===== config.mk =====
export PLATFORM = sky130hd
export DESIGN_NAME = rob_completion_arbiter
export DESIGN_NICKNAME = d
export VERILOG_FILES = /design/src/rtl/rob_pkg.sv /design/src/rtl/rob_completion_arbiter_rr.sv /design/src/rtl/rob_completion_arbiter.sv
export SDC_FILE = /design/constraint.sdc
export NUM_CORES = 1
export LEC_CHECK = 0
export BUFFER_PORTS_ARGS = -buffer_cell sky130_fd_sc_hd__buf_2
export CORE_UTILIZATION = 34
export DETAILED_ROUTE_END_ITERATION = 12
export GPL_ROUTABILITY_DRIVEN = 0
export GPL_TIMING_DRIVEN = 0
export PLACE_DENSITY = 0.62
export SLEW_MARGIN = 0
export SYNTH_ARGS = -nofsm -noshare
export SYNTH_HDL_FRONTEND = slang
export SYNTH_SLANG_ARGS = --single-unit
export TNS_END_PERCENT = 5

===== constraint.sdc =====
create_clock -name clk -period 7.7 [get_ports clk]
set_clock_uncertainty 0.1 [all_clocks]
set_input_delay 0.385 -clock clk [delete_from_list [all_inputs] [get_ports clk]]
set_output_delay 0.385 -clock clk [all_outputs]
set_load 0.02 [all_outputs]

===== src/rtl/rob_pkg.sv =====
// rtl/rob_pkg.sv - shared widths and completion record for the ROB completion path
`ifndef WORD_SIZE
`define WORD_SIZE 32
`endif
`ifndef EXC_CAUSE_W
`define EXC_CAUSE_W 4
`endif

package rob_pkg;

  localparam int ROB_ENTRIES = 10;
  localparam int ROB_TAG_W   = $clog2(ROB_ENTRIES);
  localparam int CMPL_DATA_W = `WORD_SIZE;
  localparam int EXC_CAUSE_W = `EXC_CAUSE_W;

  typedef struct packed {
    logic [ROB_TAG_W-1:0]   tag;
    logic [CMPL_DATA_W-1:0] data;
`ifdef CMPL_EXC_EN
    logic                   exc;
    logic [EXC_CAUSE_W-1:0] cause;
`endif
  } cmpl_t;

endpackage


===== src/rtl/rob_completion_arbiter_rr.sv =====
// rtl/rob_completion_arbiter_rr.sv - combinational round-robin picker starting at ptr
module rr_arbiter #(
  parameter int N = 4,
  localparam int IDX_W = $clog2(N)
) (
  input  logic [N-1:0]     req,
  input  logic [IDX_W-1:0] ptr,
  output logic [N-1:0]     grant,
  output logic [IDX_W-1:0] grant_idx
);

  logic [IDX_W-1:0] idx;

  // Walk from the farthest offset down so the nearest request at or after ptr wins.
  always_comb begin
    grant     = '0;
    grant_idx = '0;
    idx       = '0;
    for (int k = N - 1; k >= 0; k--) begin
      idx = IDX_W'((int'(ptr) + k) % N);
      if (req[idx]) begin
        grant      = '0;
        grant[idx] = 1'b1;
        grant_idx  = idx;
      end
    end
  end

endmodule


===== src/rtl/rob_completion_arbiter.sv =====
// rtl/rob_completion_arbiter.sv - buffers FU completion reports and delivers one per cycle to the ROB
// Optional exception fields and exception-first priority are enabled by CMPL_EXC_EN.
module rob_completion_arbiter
  import rob_pkg::*;
#(
  parameter int WORD_SIZE   = `WORD_SIZE,
  parameter int ROB_ENTRIES = 10,
  parameter int N_FU        = 4,
  localparam int TAG_W = $clog2(ROB_ENTRIES),
  localparam int SRC_W = $clog2(N_FU)
) (
  input  logic                      clk,
  input  logic                      rst,
  input  logic                      flush,
  input  logic [N_FU-1:0]           fu_valid,
  output logic [N_FU-1:0]           fu_ready,
  input  logic [N_FU*TAG_W-1:0]     fu_tag,
  input  logic [N_FU*WORD_SIZE-1:0] fu_data,
`ifdef CMPL_EXC_EN
  input  logic [N_FU-1:0]             fu_exc,
  input  logic [N_FU*EXC_CAUSE_W-1:0] fu_cause,
  output logic                        cmpl_exc,
  output logic [EXC_CAUSE_W-1:0]      cmpl_cause,
`endif
  output logic                      cmpl_valid,
  input  logic                      cmpl_ready,
  output logic [TAG_W-1:0]          cmpl_tag,
  output logic [WORD_SIZE-1:0]      cmpl_data,
  output logic [SRC_W-1:0]          cmpl_src
);

  logic [N_FU-1:0]      buf_valid;
  logic [TAG_W-1:0]     buf_tag  [N_FU];
  logic [WORD_SIZE-1:0] buf_data [N_FU];
`ifdef CMPL_EXC_EN
  logic [N_FU-1:0]        buf_exc;
  logic [EXC_CAUSE_W-1:0] buf_cause [N_FU];
  logic [N_FU-1:0]        exc_req;
`endif

  logic [SRC_W-1:0] rr_ptr;
  logic [SRC_W-1:0] lock_idx;
  logic             locked;
  logic [N_FU-1:0]  arb_oh;
  logic [SRC_W-1:0] arb_idx;
  logic [N_FU-1:0]  sel_oh;
  logic [SRC_W-1:0] sel_idx;
  logic [N_FU-1:0]  grant_oh;
  logic [SRC_W-1:0] grant_idx;
  logic             handshake;

  rr_arbiter #(.N(N_FU)) u_rr (
    .req       (buf_valid),
    .ptr       (rr_ptr),
    .grant     (arb_oh),
    .grant_idx (arb_idx)
  );

  // A stalled grant stays locked so the ROB sees a stable report until it accepts.
  always_comb begin
    sel_oh  = arb_oh;
    sel_idx = arb_idx;
`ifdef CMPL_EXC_EN
    exc_req = buf_valid & buf_exc;
    for (int i = N_FU - 1; i >= 0; i--) begin
      if (exc_req[i]) begin
        sel_oh    = '0;
        sel_oh[i] = 1'b1;
        sel_idx   = SRC_W'(i);
      end
    end
`endif
    grant_oh  = sel_oh;
    grant_idx = sel_idx;
    if (locked) begin
      grant_oh           = '0;
      grant_oh[lock_idx] = 1'b1;
      grant_idx          = lock_idx;
    end
  end

  assign cmpl_valid = |buf_valid;
  assign cmpl_tag   = buf_tag[grant_idx];
  assign cmpl_data  = buf_data[grant_idx];
  assign cmpl_src   = grant_idx;
`ifdef CMPL_EXC_EN
  assign cmpl_exc   = buf_exc[grant_idx];
  assign cmpl_cause = buf_cause[grant_idx];
`endif

  assign handshake = cmpl_valid && cmpl_ready;
  assign fu_ready  = {N_FU{!flush}} & (~buf_valid | (grant_oh & {N_FU{handshake}}));

  always_ff @(posedge clk) begin
    if (rst) begin
      buf_valid <= '0;
      rr_ptr    <= '0;
      locked    <= 1'b0;
      lock_idx  <= '0;
      for (int i = 0; i < N_FU; i++) begin
        buf_tag[i]  <= '0;
        buf_data[i] <= '0;
`ifdef CMPL_EXC_EN
        buf_exc[i]   <= 1'b0;
        buf_cause[i] <= '0;
`endif
      end
    end else begin
      // A handshake coinciding with flush still advances the pointer; it is not replayed.
      if (handshake)
        rr_ptr <= (grant_idx == SRC_W'(N_FU - 1)) ? '0 : grant_idx + 1'b1;
      locked   <= cmpl_valid && !cmpl_ready && !flush;
      lock_idx <= grant_idx;
      for (int i = 0; i < N_FU; i++) begin
        if (flush) begin
          buf_valid[i] <= 1'b0;
        end else if (fu_valid[i] && fu_ready[i]) begin
          buf_valid[i] <= 1'b1;
          buf_tag[i]   <= fu_tag[i*TAG_W +: TAG_W];
          buf_data[i]  <= fu_data[i*WORD_SIZE +: WORD_SIZE];
`ifdef CMPL_EXC_EN
          buf_exc[i]   <= fu_exc[i];
          buf_cause[i] <= fu_cause[i*EXC_CAUSE_W +: EXC_CAUSE_W];
`endif
        end else if (grant_oh[i] && handshake) begin
          buf_valid[i] <= 1'b0;
        end
      end
    end
  end

endmodule


[Yosys cells after proc, flatten, opt, wreduce, memory -nomap -nowiden]
Memories as Yosys holds them, arrays and structs flattened.
Cells that the tools add are included.
Word-level totals
  flip-flop bits (word level): 9
  memory bits (writable): 144
  bits of input ports: 152
  logic and storage cells: 123
  memories: 2
Operators by class
  add/sub/neg operators: 4
  magnitude comparators: 10
  equal/unequal tests: 1
  multiplexer cells: 63
  bitwise operators: 12
  reduce and logical (&&, ||, !) cells: 24
Memories
  buf_data: words 4, bits a word 32, rd ports 1, clocked after memory_dff 0, write ports 4, RTL line rob_completion_arbiter.sv:34  | logic [WORD_SIZE-1:0] buf_data [N_FU];
  buf_tag: words 4, bits a word 4, rd ports 1, clocked after memory_dff 0, write ports 4, RTL line rob_completion_arbiter.sv:33  | logic [TAG_W-1:0] buf_tag [N_FU];
Operators with widths (number)
  $mux W32: 4
  $mux W4: 9
  $mux W1: 35
  $logic_and A1 B1 Y1: 16
  $lt A2 B3 Y1 const B: 5
  $mux W2: 6
  $demux W1 S2: 5
  $ge A2 B1 Y1 const B: 5
  $and A4 B4 Y4: 2
  $bmux W1 S2: 4
  $or A1 B1 Y1: 8
  $reduce_bool A2 Y1: 4
  $add A2 B1 Y2 const B: 2
  $add A2 B2 Y2 const B: 2
  $not A4 Y4: 1
  $or A4 B4 Y4: 1
  $reduce_or A4 Y1: 1
  $eq A2 B2 Y1 const B: 1
  $logic_not A1 Y1: 2
  $reduce_or A2 Y1: 1

[Depth between registers and ports, before layout]
Gate-level depths: netlist of run 1.
  word-level depth: 19
  mapped depth: 13
  gate-level depth less buffers: 10

[Hierarchy]
From an unflattened synthesis of run 1, not the netlist that was laid out.
Second synthesis, totals
  cell total of the unflattened synthesis: 727
  area, all modules: 8096.5 um2
By module, submodules not included
  rob_completion_arbiter: instances 1, cells each 667, area an instance 7606.0 um2, seq. area each 4504.3 um2
  rr_arbiter: instances 1, cells each 60, area an instance 490.5 um2, seq. area each 0.0 um2

[Worst setup path after synthesis of run 1]
No wires, ideal clock.
  kind: flip-flop to flip-flop
  from: register rr_ptr[0]
  to: memory buf_data[1][0] (netlist name) (enable)
  arrival time: 4.596 ns
  data required time: 7.121 ns
  slack: 2.525 ns
  cell stages (with the launch flop): 9
  path buffers: 2
  cells stage by stage: dfxtp_1 -> buf_6 -> inv_1 -> ha_1 -> mux4_2 -> buf_2 -> a221o_1 -> and2_1 -> o21ai_0
RTL lines
  start: declaration: RTL line rob_completion_arbiter.sv:41  | logic [SRC_W-1:0] rr_ptr;
  start signal: assignment: RTL line rob_completion_arbiter.sv:111  | rr_ptr <= (grant_idx == SRC_W'(N_FU - 1)) ? '0 : grant_idx + 1'b1;
  end: declaration: RTL line rob_completion_arbiter.sv:34

[Worst setup path after layout of run 1]
  from: register rr_ptr[1]
  to: output port cmpl_data[23]
Between the ends
  cells in the longest elaborated chain, start to end: 9
  elaborated cells on any way between the ends: 17
  those cells by class: add/sub: 3; mux: 13; memory: 1
RTL lines
  $add A2 B2 Y2: RTL line rob_completion_arbiter_rr.sv:20  | idx = IDX_W'((int'(ptr) + k) % N);
  $bmux W1 S2: RTL line rob_completion_arbiter_rr.sv:21  | if (req[idx]) begin
  $mux W1 (not written as such): RTL line rob_completion_arbiter_rr.sv:21
  $mux W2 (3 in series): RTL line rob_completion_arbiter_rr.sv:21
  $mux W2 (*): RTL line rob_completion_arbiter_rr.sv:21
  $mux W2 (*): RTL line rob_completion_arbiter.sv:75  | if (locked) begin
  $mem_v2 Z4 W32 (*)
  end: declaration: RTL line rob_completion_arbiter.sv:28  | output logic [WORD_SIZE-1:0] cmpl_data,
Every way passes the cells marked *; elsewhere a longest branch is shown, timed or not. The select of a mux whose other input is x is not followed.

==> summary.md, run 1 <==
| Metric | Value |
|---|---|
| Register area share after synthesis | `60.56%` |
| Max-cap violations | `0` |
| Routed wire length | `18660 um` |
| DRC viols | `0` |
| Post-Syn Area | `7438 um2` |
| Hold Vio Cnt, Final | `0` |
| Most used DFF post-synth | `edfxtp_1` |
| Crit-path cells | `inv_1 -> ha_1 -> mux4_2 -> buf_2 -> nand2b_1 -> a31oi_1 -> nand2_1 -> inv_2 -> buf_6 -> mux2i_1 -> buf_2` |
| Initial drt markers | `295` |
| Post-Syn Instances | `539` |
| CP required | `7210 ps` |
| Placed Instances | `1011` |
| FFs w/ async S/R, synth | `0%` |
| Register-to-register setup slack | `4100 ps` |
| Vias in the first global route | `4995` |
| Cell row count | `53` |
| PostCTS Resize Cnt | `0` |
| Fraction of layout cells with a size suffix above 1 | `34.11%` |
| R2R cell count | `9` |
| CP Data Arrival Time | `3590 ps` |
| Post-route insts no fill | `1045` |
| First-pass GRT wire length | `27820 um` |
| CTS Sinks | `153` |
| Post-route minimum period | `4079 ps` |
| Crit-path max cell delay | `530 ps` |
| I/O pin count | `195` |
| Mapped Nets | `699` |
| GRT overflow | `0` |
| CTS tree | `yes` |
| Post-synth top area share | `58.13%` |
| Status | `finished clean` |
| CP Buf/Inv Count | `5` |
| Leading cell type in the layout, fill and taps excluded | `buf_2` |
| Post-synth EDFFs | `144` |
| Setup TNS Final | `0 ps` |
| Vias per cell | `4.718` |
| Die height | `149.9 um` |
| Area growth from synthesis to layout | `27.20%` |
| Antenna viol nets, final | `0` |
| Critical path launch point | `rr_ptr[1]$_SDFFE_PP0P_` |
| Stages on worst setup path | `11` |
| Worst-Skew Late Latency | `410 ps` |
| Most frequent cells in the layout | `208 x buf_2, 148 x and2_1, 144 x edfxtp_1` |
| Worst Setup EP | `cmpl_data[23]` |
| Slew Limit Headroom | `43.02%` |
| Largest net degree at the start of global routing | `25` |
| Setup Viol. Count Final | `0` |
| GR Util All Layers | `17.14%` |
| Post-route cell area | `9462 um2` |
| Cell variety after synth | `41` |
| Hold Crit Class | `in2reg` |
| Worst Max-Slew Pin Slew | `854.7 ps` |
| Fin nets | `915` |
| Max-slew violations | `0` |
| Syn Area/Cell | `13.80 um2` |
| Core box area | `21220 um2` |
| # port buffers | `193` |
| Critical path class | `reg2out` |
| Reg-to-reg critical path endpoint | `buf_data[0][7]$_SDFFCE_PN0P_` |
| Synth top area cells | `edfxtp_1 58%, mux2i_1 15%, and2_1 12%, dfxtp_1 2.4%, ha_1 1.3%` |
| PD cells | `238.3 nW/um2` |
| Warnings, synthesis | `0` |
| Root buf cell | `clkbuf_16` |
| Num CTS Buffers | `17` |
| RSZ-0062 raised after global routing | `false` |
| Worst hold start | `cmpl_ready` |
| Die ar. | `22470 um2` |
| CTS Hold Buffers Added | `0` |
| Reg clk slew, reported paths | `60 ps` |
| Worst Setup Start Kind | `flip-flop` |
| Worst-path fanout max | `10` |
| Lkg Pwr | `4.320 nW` |
| Hpwl dp | `13870 um` |
| Peak VDD IR | `0.1482 mV` |
| CP max stage cell | `dfxtp_1` |
| RR Startpoint | `rr_ptr[1]$_SDFFE_PP0P_` |
| Via count | `4930` |
| #FFs+latches synth | `153` |
| Wire per inst | `17.86 um` |
| Longest Clk Path Bufs | `2` |
| CP delay by family, top | `buffers and inverters` |
| Iteration count of the initial detailed-routing pass | `4` |
| Min Hold Slack | `95.65 ps` |
| Die X | `149.9 um` |
| Initial antenna violation count | `3` |
| Starting density of the core | `35.05%` |
| Post-synth top area cell | `edfxtp_1` |
| Number of post-CTS setup repair buffers | `0` |
| CP most frequent cell | `buf_2` |
| CP Capture Type | `output pin` |
| H-Tree Depth | `4` |
| FMAX | `245.2 MHz` |
| Period utilization | `52.97%` |
| DP Area | `8881 um2` |
-- registers in the layout (all words and copies together) (netlist names) --
register	count
lock_idx	2
rr_ptr	2
buf_tag	16
buf_valid	4
buf_data	128
locked	1
-- layer usage --
| layer | GRT usage, % | vias up | routed length, um |
|---|---|---|---|
| li1 | - | 2381 | - |
| met1 | 21.70 | 2343 | 8190 |
| met2 | 28.66 | 193 | 9019 |
| met3 | 4.543 | 11 | 1285 |
| met4 | 4.899 | 2 | 150 |
| met5 | 0 | - | 13 |
-- layout make-up --
type	instances	area, um2
fillers	2012	11760
inverters	9	33.78
flip-flops and latches	153	4504
plain buffers	30	192.7
clock buffers	19	432.9
diodes	2	5.005
clock inverters	13	142.6
multi-input cells	347	2753
repair buffers	197	1054
well taps	275	344.1
-- metrics by stage --
stage          power, mW  util (%)  worst slack, ps
6_report           2.255     44.59             3621
5_1_grt            2.347     44.58             3452
4_1_cts            2.284     44.56             3622
3_5_place_dp       1.464     41.85             4086
3_3_place_gp       1.459     41.23            86.38
2_1_floorplan      1.291         -             2525
-- worst register-to-register path, delay by kind of cell, from the launching register on --
kind	cells	cell delay (ps)
compound gates	3	1050
buf+inv	3	650
flops	1	530
mux	1	350
fa+ha+maj	1	420
simple gates	1	190
-- synth_stat cells (3+ instances only) --
| master | instances |
|---|---|
| a21oi_1 | 4 |
| a31oi_1 | 4 |
| and2_1 | 148 |
| buf_2 | 15 |
| buf_6 | 8 |
| clkbuf_1 | 5 |
| dfxtp_1 | 9 |
| edfxtp_1 | 144 |
| ha_1 | 8 |
| inv_1 | 8 |
| mux2i_1 | 111 |
| mux4_2 | 4 |
| nand2_1 | 9 |
| nand2b_1 | 8 |
| nor2_1 | 13 |
| o21a_1 | 5 |
| o21ai_0 | 5 |
| o31ai_1 | 3 |
-- where the power goes --
| group | leakage (nW) | internal, mW | switching, mW |
|---|---|---|---|
| registers | 1.60 | 0.970 | 0.0175 |
| clock network | 0.268 | 0.480 | 0.336 |
| logic | 2.45 | 0.184 | 0.268 |
-- kinds of logic after synthesis --
family	count (synthesis)	share of synthesized area [%]
buffers and inverters	39	3.044
adders and majority gates	8	1.346
AOI/OAI and AO/OA	36	3.701
muxes	115	16.15
and+or+nand+nor	188	15.21
DFF	153	60.56
-- worst min-delay path by stage --
stage                     slack, ps  cells after the start                      to
after CTS                        70                      2       locked$_SDFF_PP0_
after global placement          520                      2       locked$_SDFF_PP0_
after floorplan                 360                      1  lock_idx[0]$_SDFF_PP0_
after global routing            100                      2       locked$_SDFF_PP0_
after detailed placement        510                      2       locked$_SDFF_PP0_
final                           100                      2       locked$_SDFF_PP0_
No activity file was read; power rests on OpenSTA's default activity.
==> inputs of run 2 (changes only) <==
- clock period: 7.7 -> 4.2 ns (I/O delays scaled with it)
==> summary.md, run 2 (same netlist as run 1, synthesis figures left out) <==
| Metric | Value |
|---|---|
| Initial drt markers | `204 (was 295)` |
| Max-cap violations | `0 (unchanged)` |
| Met2 Use GR | `35.12% (was 28.66%)` |
| Most frequent cells in the layout | `208 x buf_2, 151 x dlygate4sd3_1, 148 x and2_1 (was 208 x buf_2, 148 x and2_1, 144 x edfxtp_1)` |
| Pre-CTS setup slack | `449.3 ps (was 4086 ps)` |
| CP Data Arrival Time | `3590 ps (about the same)` |
| CTS tree | `yes (unchanged)` |
| Sw Ratio | `28.35% (was 27.54%)` |
| Cell row count | `53 (unchanged)` |
| # fillers | `1847 (was 2012)` |
| GRT Max-Usage Layer | `met2 (unchanged)` |
| Post-route cell area | `11000 um2 (was 9462 um2)` |
| Max-slew violations | `0 (unchanged)` |
| CP most frequent cell | `buf_2 (unchanged)` |
| Register-to-register setup slack | `470 ps (was 4100 ps)` |
| Antenna Cells | `0 (was 2)` |
| Initial antenna violation count | `0 (was 3)` |
| PostCTS Resize Cnt | `0 (unchanged)` |
| Final worst setup slack | `296.5 ps (was 3621 ps)` |
| CP Buf/Inv Count | `5 (unchanged)` |
| Hpwl dp | `13940 um (was 13870 um)` |
| Crit-path max cell delay | `510 ps (was 530 ps)` |
| First-pass GRT wire length | `31850 um (was 27820 um)` |
| GR Util All Layers | `19.49% (was 17.14%)` |
| CP delay by family, top | `buffers and inverters (unchanged)` |
| Lkg Pwr | `4.984 nW (was 4.320 nW)` |
| PD cells | `385.8 nW/um2 (was 238.3 nW/um2)` |
| Largest net degree at the start of global routing | `23 (was 25)` |
| Largest reg by FF count | `buf_data (unchanged)` |
| CP Capture Type | `output pin (unchanged)` |
| CP required | `3890 ps (was 7210 ps)` |
| Post-route minimum period | `3903 ps` |
| Core box area | `21220 um2 (unchanged)` |
| Number of post-CTS setup repair buffers | `0 (unchanged)` |
| GR Util met1 | `22.30% (was 21.70%)` |
| Die ar. | `22470 um2 (unchanged)` |
| Peak VDD IR | `0.2583 mV (was 0.1482 mV)` |
| Leading cell type in the layout, fill and taps excluded | `buf_2 (unchanged)` |
| Logic pwr share | `22.4% (was 20.0%)` |
| Vias per cell | `4.627 (was 4.718)` |
| Hold Crit Class | `in2reg (unchanged)` |
| FMAX | `256.2 MHz` |
| Root buf cell | `clkbuf_16 (unchanged)` |
| Worst Setup Start Kind | `flip-flop (unchanged)` |
| Critical path class | `reg2out (unchanged)` |
| Layout Utilization | `51.84% (was 44.59%)` |
| H-Tree Depth | `4 (unchanged)` |
| RR Startpoint | `rr_ptr[1]$_SDFFE_PP0P_ (unchanged)` |
| Largest register FFs | `128 (unchanged)` |
| # port buffers | `193 (unchanged)` |
| Via count | `5529 (was 4930)` |
| Worst hold start | `flush (was cmpl_ready)` |
| Antenna viol nets, final | `0 (unchanged)` |
| Crit-path cells | `inv_1 -> ha_1 -> mux4_2 -> buf_2 -> nand2b_1 -> a31oi_1 -> nand2_1 -> inv_2 -> buf_6 -> mux2i_1 -> buf_2 (unchanged)` |
| Routed wire length | `21140 um (was 18660 um)` |
| Cell internal pwr | `3.040 mW (was 1.634 mW)` |
| DRC viols | `0 (unchanged)` |
| DP Area | `8924 um2 (was 8881 um2)` |
| Period utilization | `92.94%` |
| CP max stage cell | `dfxtp_1 (unchanged)` |
| Die X | `149.9 um (unchanged)` |
| Vias in the first global route | `5928 (was 4995)` |
| Met3 Resource Use GR | `4.604% (was 4.543%)` |
| Reg clk slew, reported paths | `70 ps (was 60 ps)` |
| Critical path launch point | `rr_ptr[1]$_SDFFE_PP0P_ (unchanged)` |
| RSZ-0062 raised after global routing | `false (unchanged)` |
| Worst-Skew Late Latency | `420 ps (was 410 ps)` |
| GRT overflow | `0 (unchanged)` |
| Hold Vio Cnt, Final | `0 (unchanged)` |
| Register share of total power | `42.7% (was 43.8%)` |
| Starting density of the core | `35.05% (unchanged)` |
| Sw Pwr | `1.203 mW (was 0.6209 mW)` |
| Clock network fraction of total power | `34.9% (was 36.2%)` |
| CTS Sinks | `153 (unchanged)` |
| Slew Limit Headroom | `38.59% (was 43.02%)` |
| Area growth from synthesis to layout | `47.89% (was 27.20%)` |
| Setup Viol. Count Final | `0 (unchanged)` |
| Wire per inst | `17.69 um (was 17.86 um)` |
| Iteration count of the initial detailed-routing pass | `5 (was 4)` |
| Worst Max-Slew Pin Slew | `917.7 ps (was 854.7 ps)` |
| Fraction of layout cells with a size suffix above 1 | `28.80% (was 34.11%)` |
| Num CTS Buffers | `17 (unchanged)` |
| Worst-path fanout max | `11 (was 10)` |
| Top Registers | `buf_data x128, buf_tag x16, buf_valid x4 (unchanged)` |
| I/O pin count | `195 (unchanged)` |
| Longest Clk Path Bufs | `2 (unchanged)` |
| Die height | `149.9 um (unchanged)` |
| Overall power | `4.244 mW (was 2.255 mW)` |
| CTS Hold Buffers Added | `151 (was 0)` |
| Fin nets | `1067 (was 915)` |
| Status | `finished clean (unchanged)` |
[run 2: area by class of cell]
type / instances / area, um2 / area share, %
repair buffers: 349 / 2608 / 23.70
well taps: 275 / 344.1 / 3.128
plain buffers: 30 / 192.7 / 1.752
multi-input cells: 347 / 2753 / 25.02
clock inverters: 15 / 140.1 / 1.274
flip-flops and latches: 153 / 4504 / 40.95
clock buffers: 17 / 425.4 / 3.867
inverters: 9 / 33.78 / 0.3071
[run 2: path summary, 6_finish.rpt]
| kind | to | cells after the start |
|---|---|---|
| max | cmpl_data[18] | 11 |
| max reg2reg | buf_tag[0][2]$_SDFFCE_PN0P_ | 9 |
| min | buf_valid[1]$_SDFFE_PP0P_ | 3 |
| min reg2reg | rr_ptr[1]$_SDFFE_PP0P_ | 2 |
[run 2: tightest hold or removal path: cells and delay by family]
| kind | cells | cell delay (ps) |
|---|---|---|
| buffers and inverters | 1 | 310 |
| AND/OR/NAND/NOR | 1 | 210 |
| AO/OA/AOI/OAI | 1 | 130 |
[run 2: power groups by stage]
stage | clock (mW) | combinational [mW] | sequential [mW]
3_3_place_gp | 0 | 0.820 | 1.85
4_1_cts | 1.50 | 0.959 | 1.81
5_1_grt | 1.56 | 1.02 | 1.82
3_5_place_dp | 0 | 0.847 | 1.84
2_1_floorplan | 0 | 0.526 | 1.84
6_report | 1.48 | 0.952 | 1.81
[run 2: per-stage QoR]
step                      setup TNS [ps]  hold slack [ps]  instances
after global placement           -304790            346.3       1007
after global routing                   0            458.9       1195
final                                  0            393.3       1195
after CTS                              0            370.9       1195
after detailed placement               0            350.2       1012
after floorplan                   -62930            182.4        539
[run 2: layer usage]
layer / wire, um / vias up
li1: - / 2682
met1: 8632 / 2608
met2: 10850 / 199
met3: 1090 / 40
met4: 564 / 0
met5: 0 / -
==> inputs of run 3 (changes only) <==
- CTS_BUF_LIST: unset -> sky130_fd_sc_hd__clkbuf_4 sky130_fd_sc_hd__clkbuf_8
==> summary.md, run 3 (same netlist as run 1, synthesis figures left out) <==
| Metric | Value |
|---|---|
| CP max stage cell | `dfxtp_1 (unchanged)` |
| Cell row count | `53 (unchanged)` |
| Leading cell type in the layout, fill and taps excluded | `buf_2 (unchanged)` |
| Max-cap violations | `0 (unchanged)` |
| CTS Sinks | `153 (unchanged)` |
| Root buf cell | `clkbuf_8 (was clkbuf_16)` |
| Worst-path fanout max | `10 (was 11)` |
| Vias in the first global route | `5954 (was 5928)` |
| Placed Instances | `1012 (unchanged)` |
| Slew Limit Headroom | `38.84% (was 38.59%)` |
| Final worst setup slack | `336.6 ps (was 296.5 ps)` |
| Routed wire length | `20930 um (was 21140 um)` |
| Worst hold start | `flush (unchanged)` |
| Fin nets | `1067 (unchanged)` |
| Antenna Cells | `0 (unchanged)` |
| DRC viols | `0 (unchanged)` |
| Critical path class | `reg2out (unchanged)` |
| # port buffers | `193 (unchanged)` |
| Register-to-register setup slack | `470 ps (about the same)` |
| CP most frequent cell | `buf_2 (unchanged)` |
| Period utilization | `91.99% (was 92.94%)` |
| Core box area | `21220 um2 (unchanged)` |
| Initial drt markers | `225 (was 204)` |
| Crit-path max cell delay | `520 ps (was 510 ps)` |
| Hold Crit Class | `in2reg (unchanged)` |
| Starting density of the core | `35.05% (unchanged)` |
| Worst-Skew Late Latency | `450 ps (was 420 ps)` |
| Largest reg by FF count | `buf_data (unchanged)` |
| Wire per inst | `17.51 um (was 17.69 um)` |
| FMAX | `258.8 MHz (was 256.2 MHz)` |
| R2R cell count | `9 (unchanged)` |
| Min Hold Slack | `352.5 ps (was 393.3 ps)` |
| CP required | `3890 ps (about the same)` |
| Max-slew violations | `0 (unchanged)` |
| Overall power | `3.837 mW (was 4.244 mW)` |
| Area growth from synthesis to layout | `45.33% (was 47.89%)` |
| Die X | `149.9 um (unchanged)` |
| Num CTS Buffers | `17 (unchanged)` |
| Die ar. | `22470 um2 (unchanged)` |
| Reg clk slew, reported paths | `90 ps (was 70 ps)` |
| CP Data Arrival Time | `3550 ps (was 3590 ps)` |
| CP Capture Type | `output pin (unchanged)` |
| Worst Max-Slew Pin Slew | `913.9 ps (was 917.7 ps)` |
| Largest net degree at the start of global routing | `23 (unchanged)` |
| Initial antenna violation count | `0 (unchanged)` |
| Iteration count of the initial detailed-routing pass | `4 (was 5)` |
| Top Registers | `buf_data x128, buf_tag x16, buf_valid x4 (unchanged)` |
| Hpwl dp | `13940 um (unchanged)` |
| Critical path launch point | `rr_ptr[1]$_SDFFE_PP0P_ (unchanged)` |
| DP Area | `8924 um2 (unchanged)` |
| Largest register FFs | `128 (unchanged)` |
| GRT overflow | `0 (unchanged)` |
| RSZ-0062 raised after global routing | `false (unchanged)` |
| Setup Viol. Count Final | `0 (unchanged)` |
| Peak VDD IR | `0.2356 mV (was 0.2583 mV)` |
| WHS Path Cells | `3 (unchanged)` |
| Lkg Pwr | `4.896 nW (was 4.984 nW)` |
| RR Startpoint | `rr_ptr[1]$_SDFFE_PP0P_ (unchanged)` |
| Layout Utilization | `50.94% (was 51.84%)` |
| Antenna viol nets, final | `0 (unchanged)` |
| GR Util All Layers | `19.34% (was 19.49%)` |
| PD cells | `354.9 nW/um2 (was 385.8 nW/um2)` |
| Post-route minimum period | `3863 ps (was 3903 ps)` |
| Number of post-CTS setup repair buffers | `0 (unchanged)` |
| Status | `finished clean (unchanged)` |
| I/O pin count | `195 (unchanged)` |
| Pre-CTS setup slack | `449.3 ps (unchanged)` |
| Hold Vio Cnt, Final | `0 (unchanged)` |
| Worst Setup Start Kind | `flip-flop (unchanged)` |
| Via count | `5500 (was 5529)` |
| Longest Clk Path Bufs | `2 (unchanged)` |
| CTS tree | `yes (unchanged)` |
| Vias per cell | `4.603 (was 4.627)` |
| Die height | `149.9 um (unchanged)` |
| Most frequent cells in the layout | `208 x buf_2, 151 x dlygate4sd3_1, 148 x and2_1 (unchanged)` |
| H-Tree Depth | `4 (unchanged)` |
| Fraction of layout cells with a size suffix above 1 | `28.80% (unchanged)` |
| Crit-path cells | `inv_1 -> ha_1 -> mux4_2 -> buf_2 -> nand2b_1 -> a31oi_1 -> nand2_1 -> clkinv_2 -> buf_6 -> mux2i_1 -> buf_2 (was inv_1 -> ha_1 -> mux4_2 -> buf_2 -> nand2b_1 -> a31oi_1 -> nand2_1 -> inv_2 -> buf_6 -> mux2i_1 -> buf_2)` |
| First-pass GRT wire length | `31720 um (was 31850 um)` |
| Post-route insts no fill | `1195 (unchanged)` |
| Setup TNS Final | `0 ps (unchanged)` |
| Post-route cell area | `10810 um2 (was 11000 um2)` |
| # fillers | `1868 (was 1847)` |
==> run 3: cell types whose count changed in the layout (fill, tap and decap cells not counted), sizes merged <==
cell,before,now
inv,16,15
clkinv,6,7
==> run 3: area by class of cell <==
class | instances | area [um2] | area share [%]
Clock buffer | 17 | 234.0 | 2.164
Timing Repair Buffer | 349 | 2608 | 24.12
Tap cell | 275 | 344.1 | 3.183
Buffer | 30 | 192.7 | 1.782
Inverter | 9 | 35.03 | 0.3241
Clock inverter | 15 | 140.1 | 1.296
Sequential cell | 153 | 4504 | 41.67
Multi-Input combinational cell | 347 | 2753 | 25.46
==> run 3: per-layer routing <==
layer,share of wire [%],GRT usage [%]
met1,41,22.19
met2,52,35.05
met3,5.1,4.878
met5,0,0
met4,1.8,5.960
==> run 3: path summary, 6_finish.rpt <==
kind	endpoint
worst min-delay path	buf_valid[1]$_SDFFE_PP0P_
worst max-delay path	cmpl_data[23]
worst min register to register	rr_ptr[1]$_SDFFE_PP0P_
worst max register to register	buf_data[0][20]$_SDFFCE_PN0P_
==> run 3: critical path: cells and delay by family (launching register included) <==
kind | cells | cell delay, ps
muxes | 2 | 620
AOI/OAI and AO/OA | 1 | 170
and+or+nand+nor | 2 | 300
adders and majority gates | 1 | 410
buffers and inverters | 5 | 1090
DFF | 1 | 520
==> run 3: power by group <==
group          switching (mW)  internal, mW
clock network           0.595         0.481
logic                   0.517         0.434
registers              0.0326          1.78
total                    1.15          2.69
==> run 3: what timing repair did <==
item,CTS,global route
resized for setup,0,1
hold buffers,151,0
hold endpoints to repair,152,0
endpoints found under the setup margin,0,1
